### config.mk
export PLATFORM = sky130hd
export DESIGN_NAME = rr_rob_commit_flat
export DESIGN_NICKNAME = d
export VERILOG_FILES = /design/src/rtl/rr_rob_commit_if.sv /design/src/rtl/rr_rob_commit.sv /design/src/flat_wrapper.sv
export SDC_FILE = /design/constraint.sdc
export NUM_CORES = 2
export LEC_CHECK = 0
export ABC_AREA = 1
export BUFFER_PORTS_ARGS = -buffer_cell sky130_fd_sc_hd__buf_2
export CAP_MARGIN = 25
export CORE_ASPECT_RATIO = 1.25
export CORE_UTILIZATION = 40
export CTS_CLUSTER_DIAMETER = 60
export DETAILED_ROUTE_END_ITERATION = 10
export PLACE_DENSITY_LB_ADDON = 0.2
export SLEW_MARGIN = 20
export SYNTH_ARGS = -nofsm -noshare
export SYNTH_HDL_FRONTEND = slang
export SYNTH_SLANG_ARGS = --single-unit
### constraint.sdc
create_clock -name clk -period 5.4 [get_ports clk]
set_clock_uncertainty 0.2 [all_clocks]
set_input_delay 1.35 -clock clk [delete_from_list [all_inputs] [get_ports clk]]
set_output_delay 1.35 -clock clk [all_outputs]
set_load 0.005 [all_outputs]
### src/rtl/rr_rob_commit_if.sv
// Commit-source payload types and the bundle between the ROB and its issue/EX/RR neighbours.
// The package lives here so the types compile before both the interface and the ROB.
package rr_rob_pkg;

    parameter int unsigned RobIndexBits = 3;

    typedef struct packed {
        logic                    valid_request_1;
        logic                    valid_dest_1;
        logic [5:0]              lreg_1;
        logic [5:0]              preg_1;
        logic [5:0]              ppreg_1;
        logic [4:0]              microoperation_1;
        logic [31:0]             pc_1;
        logic                    valid_request_2;
        logic                    valid_dest_2;
        logic [5:0]              lreg_2;
        logic [5:0]              preg_2;
        logic [5:0]              ppreg_2;
        logic [4:0]              microoperation_2;
        logic [31:0]             pc_2;
    } new_entries;

    typedef struct packed {
        logic                    valid;
        logic                    valid_exception;
        logic [9:0]              cause;
        logic [RobIndexBits-1:0] ticket;
        logic [31:0]             data;
    } ex_update;

    typedef struct packed {
        logic                    valid_commit;
        logic                    valid_write;
        logic                    flushed;
        logic [5:0]              ldst;
        logic [5:0]              pdst;
        logic [5:0]              ppdst;
        logic [RobIndexBits-1:0] ticket;
        logic [31:0]             pc;
        logic [31:0]             data;
    } writeback_toARF;

    typedef struct packed {
        logic                    is_full;
        logic                    two_empty;
        logic [RobIndexBits-1:0] ticket;
    } to_issue;

endpackage

interface rr_rob_commit_if;
    import rr_rob_pkg::*;

    new_entries                  new_req_i;
    ex_update                    ex_upd_i;
    logic                        flush_i;
    logic [RobIndexBits-1:0]     flush_ticket_i;
    logic                        commit_ready_i;
    writeback_toARF              commit_o;
    to_issue                     issue_o;

    modport master (
        output new_req_i, ex_upd_i, flush_i, flush_ticket_i, commit_ready_i,
        input  commit_o, issue_o
    );

    modport slave (
        input  new_req_i, ex_upd_i, flush_i, flush_ticket_i, commit_ready_i,
        output commit_o, issue_o
    );
endinterface

### src/rtl/rr_rob_commit.sv
// Reorder buffer feeding the RR-stage commit stream: dual in-order allocate, EX completion,
// branch-miss flush marking and single in-order retirement per cycle.
module rr_rob_commit
    import rr_rob_pkg::*;
#(
    parameter int unsigned ROB_INDEX_BITS = rr_rob_pkg::RobIndexBits
) (
    input logic            clk,
    input logic            rst_n,
    rr_rob_commit_if.slave rob_if
);

    localparam int unsigned Depth = 1 << ROB_INDEX_BITS;
    localparam int unsigned CntW  = ROB_INDEX_BITS + 1;

    typedef logic [ROB_INDEX_BITS-1:0] idx_t;
    typedef logic [CntW-1:0]           cnt_t;

    logic [Depth-1:0] valid_q, valid_d, pending_q, pending_d;
    logic [Depth-1:0] flushed_q, flushed_d, vdest_q, vdest_d;
    logic [5:0]       lreg_q  [Depth];
    logic [5:0]       lreg_d  [Depth];
    logic [5:0]       preg_q  [Depth];
    logic [5:0]       preg_d  [Depth];
    logic [5:0]       ppreg_q [Depth];
    logic [5:0]       ppreg_d [Depth];
    logic [4:0]       uop_q   [Depth];
    logic [4:0]       uop_d   [Depth];
    logic [31:0]      pc_q    [Depth];
    logic [31:0]      pc_d    [Depth];
    logic [31:0]      data_q  [Depth];
    logic [31:0]      data_d  [Depth];
    idx_t             head_q, head_d, tail_q, tail_d;
    cnt_t             count_q, count_d;

    new_entries req;
    ex_update   ex;
    logic       req1, req2, acc1, acc2;
    cnt_t       free;
    idx_t       slot2_idx;
    logic       head_ready, fire;
    logic [Depth-1:0] flush_hit;
    idx_t       flush_span, flush_dist;
    logic [4:0] unused_uop;
    logic       unused_ex;

    assign req  = rob_if.new_req_i;
    assign ex   = rob_if.ex_upd_i;
    assign req1 = req.valid_request_1;
    assign req2 = req.valid_request_2;

    // Capacity uses the registered count only; a same-cycle retirement frees nothing yet.
    assign free      = cnt_t'(Depth) - count_q;
    assign acc1      = req1 && (free >= cnt_t'(1));
    assign acc2      = req2 && (free >= (req1 ? cnt_t'(2) : cnt_t'(1)));
    assign slot2_idx = tail_q + idx_t'(acc1);

    assign head_ready = valid_q[head_q] && !pending_q[head_q];
    assign fire       = head_ready && rob_if.commit_ready_i;

    // Younger than the branch: distance from flush_ticket+1 is below that of the tail.
    always_comb begin
        flush_hit  = '0;
        flush_dist = '0;
        flush_span = tail_q - rob_if.flush_ticket_i - idx_t'(1);
        for (int i = 0; i < Depth; i++) begin
            flush_dist = idx_t'(i) - rob_if.flush_ticket_i - idx_t'(1);
            if (rob_if.flush_i && valid_q[i] && (flush_dist < flush_span)) begin
                flush_hit[i] = 1'b1;
            end
        end
    end

    always_comb begin
        valid_d   = valid_q;
        pending_d = pending_q;
        flushed_d = flushed_q;
        vdest_d   = vdest_q;
        lreg_d    = lreg_q;
        preg_d    = preg_q;
        ppreg_d   = ppreg_q;
        uop_d     = uop_q;
        pc_d      = pc_q;
        data_d    = data_q;
        head_d    = head_q;

        if (ex.valid && valid_q[ex.ticket] && !flushed_q[ex.ticket] && !flush_hit[ex.ticket]) begin
            pending_d[ex.ticket] = 1'b0;
            data_d[ex.ticket]    = ex.data;
        end

        for (int i = 0; i < Depth; i++) begin
            if (flush_hit[i]) begin
                flushed_d[i] = 1'b1;
                pending_d[i] = 1'b0;
            end
        end

        // New allocations land outside the flushed range and always start clean.
        if (acc1) begin
            valid_d[tail_q]   = 1'b1;
            pending_d[tail_q] = 1'b1;
            flushed_d[tail_q] = 1'b0;
            vdest_d[tail_q]   = req.valid_dest_1;
            lreg_d[tail_q]    = req.lreg_1;
            preg_d[tail_q]    = req.preg_1;
            ppreg_d[tail_q]   = req.ppreg_1;
            uop_d[tail_q]     = req.microoperation_1;
            pc_d[tail_q]      = req.pc_1;
            data_d[tail_q]    = '0;
        end
        if (acc2) begin
            valid_d[slot2_idx]   = 1'b1;
            pending_d[slot2_idx] = 1'b1;
            flushed_d[slot2_idx] = 1'b0;
            vdest_d[slot2_idx]   = req.valid_dest_2;
            lreg_d[slot2_idx]    = req.lreg_2;
            preg_d[slot2_idx]    = req.preg_2;
            ppreg_d[slot2_idx]   = req.ppreg_2;
            uop_d[slot2_idx]     = req.microoperation_2;
            pc_d[slot2_idx]      = req.pc_2;
            data_d[slot2_idx]    = '0;
        end

        if (fire) begin
            valid_d[head_q] = 1'b0;
            head_d          = head_q + idx_t'(1);
        end

        tail_d  = tail_q + idx_t'(acc1) + idx_t'(acc2);
        count_d = count_q + cnt_t'(acc1) + cnt_t'(acc2) - cnt_t'(fire);
    end

    always_ff @(posedge clk or negedge rst_n) begin
        if (!rst_n) begin
            valid_q   <= '0;
            pending_q <= '0;
            flushed_q <= '0;
            vdest_q   <= '0;
            head_q    <= '0;
            tail_q    <= '0;
            count_q   <= '0;
            for (int i = 0; i < Depth; i++) begin
                lreg_q[i]  <= '0;
                preg_q[i]  <= '0;
                ppreg_q[i] <= '0;
                uop_q[i]   <= '0;
                pc_q[i]    <= '0;
                data_q[i]  <= '0;
            end
        end else begin
            valid_q   <= valid_d;
            pending_q <= pending_d;
            flushed_q <= flushed_d;
            vdest_q   <= vdest_d;
            head_q    <= head_d;
            tail_q    <= tail_d;
            count_q   <= count_d;
            lreg_q    <= lreg_d;
            preg_q    <= preg_d;
            ppreg_q   <= ppreg_d;
            uop_q     <= uop_d;
            pc_q      <= pc_d;
            data_q    <= data_d;
        end
    end

    always_comb begin
        rob_if.commit_o = '0;
        if (head_ready) begin
            rob_if.commit_o.valid_commit = 1'b1;
            rob_if.commit_o.valid_write  = vdest_q[head_q] && !flushed_q[head_q];
            rob_if.commit_o.flushed      = flushed_q[head_q];
            rob_if.commit_o.ldst         = lreg_q[head_q];
            rob_if.commit_o.pdst         = preg_q[head_q];
            rob_if.commit_o.ppdst        = ppreg_q[head_q];
            rob_if.commit_o.ticket       = head_q;
            rob_if.commit_o.pc           = pc_q[head_q];
            rob_if.commit_o.data         = data_q[head_q];
        end
    end

    always_comb begin
        rob_if.issue_o           = '0;
        rob_if.issue_o.is_full   = (count_q == cnt_t'(Depth));
        rob_if.issue_o.two_empty = (count_q <= cnt_t'(Depth - 2));
        rob_if.issue_o.ticket    = tail_q;
    end

    // Micro-op is carried for downstream debug only; exception fields are reserved.
    always_comb begin
        unused_uop = '0;
        for (int i = 0; i < Depth; i++) begin
            unused_uop = unused_uop ^ uop_q[i];
        end
    end
    assign unused_ex = ^{ex.valid_exception, ex.cause};

    req_within_capacity: assert property (@(posedge clk) disable iff (!rst_n)
        (cnt_t'(req1) + cnt_t'(req2)) <= free)
        else $error("rr_rob_commit: allocation request exceeds free entries, dropped");

endmodule
### src/flat_wrapper.sv
// flat-port wrapper written by rule: the top's interface ports become plain ports
module rr_rob_commit_flat import rr_rob_pkg::*;
#(
    parameter int unsigned ROB_INDEX_BITS = rr_rob_pkg::RobIndexBits
)
  (clk, rst_n, rob_if_new_req_i, rob_if_ex_upd_i, rob_if_flush_i, rob_if_flush_ticket_i, rob_if_commit_ready_i, rob_if_commit_o, rob_if_issue_o);
  rr_rob_commit_if rob_if_i ();
  input logic clk;
  input logic rst_n;
  input wire logic [$bits(rob_if_i.new_req_i)-1:0] rob_if_new_req_i;
  input wire logic [$bits(rob_if_i.ex_upd_i)-1:0] rob_if_ex_upd_i;
  input wire logic [$bits(rob_if_i.flush_i)-1:0] rob_if_flush_i;
  input wire logic [$bits(rob_if_i.flush_ticket_i)-1:0] rob_if_flush_ticket_i;
  input wire logic [$bits(rob_if_i.commit_ready_i)-1:0] rob_if_commit_ready_i;
  output wire logic [$bits(rob_if_i.commit_o)-1:0] rob_if_commit_o;
  output wire logic [$bits(rob_if_i.issue_o)-1:0] rob_if_issue_o;
  assign rob_if_i.new_req_i = rob_if_new_req_i;
  assign rob_if_i.ex_upd_i = rob_if_ex_upd_i;
  assign rob_if_i.flush_i = rob_if_flush_i;
  assign rob_if_i.flush_ticket_i = rob_if_flush_ticket_i;
  assign rob_if_i.commit_ready_i = rob_if_commit_ready_i;
  assign rob_if_commit_o = rob_if_i.commit_o;
  assign rob_if_issue_o = rob_if_i.issue_o;
  rr_rob_commit #(.ROB_INDEX_BITS(ROB_INDEX_BITS)) u_core (.clk(clk), .rst_n(rst_n), .rob_if(rob_if_i));
endmodule
==> results.txt <==
----------------------------------------------------
[Clock tree]
  Hold_buf cts ... 0
  Number of gates resized after cts ... 0
  Clk sinks ... 698
  Clock buffer depth ... 3
  CTS HTree Levels ... 3
  Latest clock arrival within the worst-skew pair ... 0.66 ns
  CTS Root Cell ... sky130_fd_sc_hd__clkbuf_16
  Clock tree from TritonCTS ... done
  Post-CTS repair timing setup buffer count ... 0
  CTS Buf Count ... 84
  Clock edge transition at the registers on the reported setup and hold paths ... 0.06 ns

[Timing]
  Maximum frequency from static timing analysis ... 194 MHz
  Final setup vio count ... 0
  Minimum clock period ... 5.15 ns
  Part of the cycle the worst path needs ... 95.4%
  Slew of the pin with the lowest slew margin ... 1.04 ns
  Setup repair after global routing missed its margin ... false
  Slew Limit Fails ... 0
  Final Hold Vio Count ... 0
  Final hold slack ... 0.293 ns
  Max_slew headroom ... 28.7%
  Setup TNS ... 0 ns

[Layout]
  Total Nets Final ... 5520
  Area growth, synth to finish ... 12.1%
  Share of post-route cells with drive strength above 1 ... 10.2%

[Synth]
  Syn Inst Count ... 5368
  Sequential-to-total area share from yosys stat ... 44.7%
  Post-synth top area share ... 44.7%
  Library cell with the largest summed area after synthesis ... sky130_fd_sc_hd__dfrtp_1
  Post-synth top cells ... sky130_fd_sc_hd__nand2_1 (1525), sky130_fd_sc_hd__dfrtp_1 (698), sky130_fd_sc_hd__nor2_1 (555), sky130_fd_sc_hd__a21oi_1 (498), sky130_fd_sc_hd__o21ai_0 (472)
  Syn_nets ... 5565
  Top FF cell, synth ... sky130_fd_sc_hd__dfrtp_1
  Summed instance area of the synthesized netlist ... 0.0391 mm2
  Fraction of registers with async set/reset ... 100%
  Number of different library cells in the post-synthesis netlist ... 37
  Area contributors post-synth ... sky130_fd_sc_hd__dfrtp_1 (45%), sky130_fd_sc_hd__nand2_1 (15%), sky130_fd_sc_hd__a21oi_1 (6.4%), sky130_fd_sc_hd__o21ai_0 (6.0%), sky130_fd_sc_hd__nor2_1 (5.3%)
  Most common cell in the netlist ... sky130_fd_sc_hd__nand2_1
  Synthesis-stage register bit count ... 698
  Number of enable flip-flop cells after synthesis ... 0
  Mean cell area of the mapped netlist ... 7.28 um2
  Yosys warnings ... 0

[Floorplan]
  Starting density of the core ... 40.6%
  Core Footprint ... 0.0963 mm2
  Die outline area ... 0.0990 mm2
  Height of the chip ... 351 um
  Horizontal die dimension ... 282 um
  Standard-cell rows ... 127
  Count of pins on the block boundary ... 261

[Worst hold path]
  Count of cells along the worst hold path ... 2
  Worst Hold Class ... register to register
  Min-Delay Startpoint ... u_core.pending_q[1]$_DFF_PN0_
  Worst Hold Endpoint ... u_core.pending_q[1]$_DFF_PN0_

[Global route]
  Leftover overflow at the end of global routing ... 0
  First-pass GRT wire length ... 213 mm
  Maximum number of pins on one net before global-route repair ... 168
  Global-route usage over all layers ... 27.8%
  Initial antenna violation count ... 27
  Vias in the first global route ... 35000

[Place]
  Detail Placement HPWL ... 77.8 mm
  Number of buffer cells added on primary ports ... 239
  Gpl congestion ... 0.818

[Drt]
  Via count of the routed design ... 37300
  Antenna-violating nets left ... 0
  Total DRC errors in the routed layout ... 0
  Mean number of vias per cell ... 5.57
  Drt initial violations ... 3619
  Total wire length ... 139 mm
  First-pass detailed-route iteration total ... 7
  Routed len/inst ... 20.8 um

[Outcome]
  Run status ... completed

[Critical path]
  Cell family with the largest share of critical-path delay ... buffers and inverters
  Critical Path Fanout Max ... 44
  Slack of the worst reg-to-reg path ... 1.23 ns
  Arrival time reported for the critical path endpoint ... 3.60 ns
  Critical path required time ... 3.85 ns
  Cell-by-cell trace of the critical path ... buf_4 -> o211ai_1 -> nand4_1 -> nand2_4 -> buf_4 -> a2111oi_1 -> buf_2
  Reg2reg start ... u_core.head_q[0]$_DFFE_PN0P_
  Critical register-to-register path endpoint ... u_core.count_q[2]$_DFF_PN0_
  Setup crit start kind ... register
  Worst setup path class ... register to output pin
  R2r worst-path depth ... 14
  Number of buffer and inverter instances along the worst setup path ... 3
  Sort of element at the end of the critical path ... output pin
  Slowest-stage cell, CP ... sky130_fd_sc_hd__a2111oi_1
  Slowest Stage Delay on Critical Path ... 0.64 ns
  Top cell by count, worst path ... sky130_fd_sc_hd__buf_4

[Power]
  Power density over the cells ... 661 mW/mm2
  Max VDD drop ... 0.356 mV
  Power consumption ... 29.0 mW
  Leakage dissipation ... 21.0 nW

[Run]
  Max-cap violation count ... 0

----------------------------------------------------
[worst max-delay path by stage]
stage / depth (start not counted) / slack, ns / endpoint / from
2_1_floorplan: 19 / 1.50 / u_core.data_q[51]$_DFF_PN0_ / rob_if_flush_ticket_i[0]
6_report: 7 / 0.25 / rob_if_commit_o[57] / u_core.head_q[0]$_DFFE_PN0P_
3_3_place_gp: 20 / 0.62 / u_core.data_q[104]$_DFF_PN0_ / rob_if_flush_ticket_i[0]
3_5_place_dp: 20 / 0.60 / u_core.data_q[104]$_DFF_PN0_ / rob_if_flush_ticket_i[0]
4_1_cts: 7 / 0.24 / rob_if_commit_o[57] / u_core.head_q[0]$_DFFE_PN0P_
5_1_grt: 8 / 0.14 / rob_if_commit_o[76] / u_core.head_q[0]$_DFFE_PN0P_
[sequential cells by signal (all words and copies together), names as in the netlist]
signal and cells:
u_core.data_q 256, u_core.pc_q 256, u_core.lreg_q 48, u_core.ppreg_q 48
u_core.preg_q 48, u_core.flushed_q 8, u_core.pending_q 8, u_core.valid_q 8
u_core.vdest_q 8, u_core.count_q 4, u_core.head_q 3, u_core.tail_q 3
[where the power goes]
part	leakage [nW]	internal, mW	switching, mW
sequential	8.71	7.89	1.32
clock	1.40	3.45	2.41
combinational	10.9	4.73	9.16
[cell usage in the layout, fill, tap and decap left out, drive strengths merged, types with 3 or more instances in the layout]
master and n:
a2111oi 50, a21oi 498, a31oi 254, a32o 64, buf 355, bufinv 6, clkbuf 118, clkinv 23
clkinvlp 3, dfrtp 698, diode 9, fa 3, ha 26, inv 314, nand2 1530, nand3 241
nand4 9, nor2 558, nor3 46, o211ai 3, o21a 50, o21ai 524, xnor2 6, xor2 4
[worst register-to-register path: stages (launching register included)]
cell and delay (ns):
sky130_fd_sc_hd__dfrtp_4 0.53, sky130_fd_sc_hd__buf_4 0.49, sky130_fd_sc_hd__nand2_1 0.13, sky130_fd_sc_hd__o211ai_1 0.11
sky130_fd_sc_hd__nand4_1 0.17, sky130_fd_sc_hd__nand2_4 0.44, sky130_fd_sc_hd__buf_4 0.30, sky130_fd_sc_hd__inv_2 0.06
sky130_fd_sc_hd__nand2_2 0.25, sky130_fd_sc_hd__inv_2 0.10, sky130_fd_sc_hd__ha_1 0.29, sky130_fd_sc_hd__inv_1 0.05
sky130_fd_sc_hd__fa_1 0.40, sky130_fd_sc_hd__fa_1 0.42, sky130_fd_sc_hd__xnor2_1 0.13
[cells by family after synthesis]
family | Yosys count | synth area share [%]
AND/OR/NAND/NOR | 2386 | 24.0
AO/OA/AOI/OAI | 1447 | 21.1
buffers and inverters | 798 | 9.03
flip-flops | 698 | 44.7
adder cells (fa/ha/maj) | 29 | 0.986
XOR/XNOR | 10 | 0.224
[layout make-up]
cell class | instances | area, um2
Antenna cell | 9 | 22.5
Multi-Input combinational cell | 3872 | 18300
Timing Repair Buffer | 355 | 2400
Clock buffer | 118 | 2440
Tap cell | 1290 | 1610
Sequential cell | 698 | 17500
Fill cell | 9831 | 52500
Inverter | 312 | 1180
Clock inverter | 34 | 385
[metrics by stage]
step	cell area, um2	utilization, %	cells	worst slack (ns)
global placement	40900	42.5	6527	0.618
global route	43800	45.5	6683	0.137
finish	43800	45.5	6688	0.249
detailed placement	40900	42.5	6527	0.603
CTS	43800	45.5	6679	0.242
floorplan	39100	-	5368	1.50
[layer usage]
layer | global-route usage, % | up-vias | share of wire [%]
met5 | 0 | - | 0.11
met4 | 9.53 | 22 | 3.1
met3 | 5.16 | 268 | 7.8
met2 | 46.4 | 1381 | 47
met1 | 35.9 | 17900 | 42
li1 | - | 17700 | -
Power figures use the tool's default switching activity.
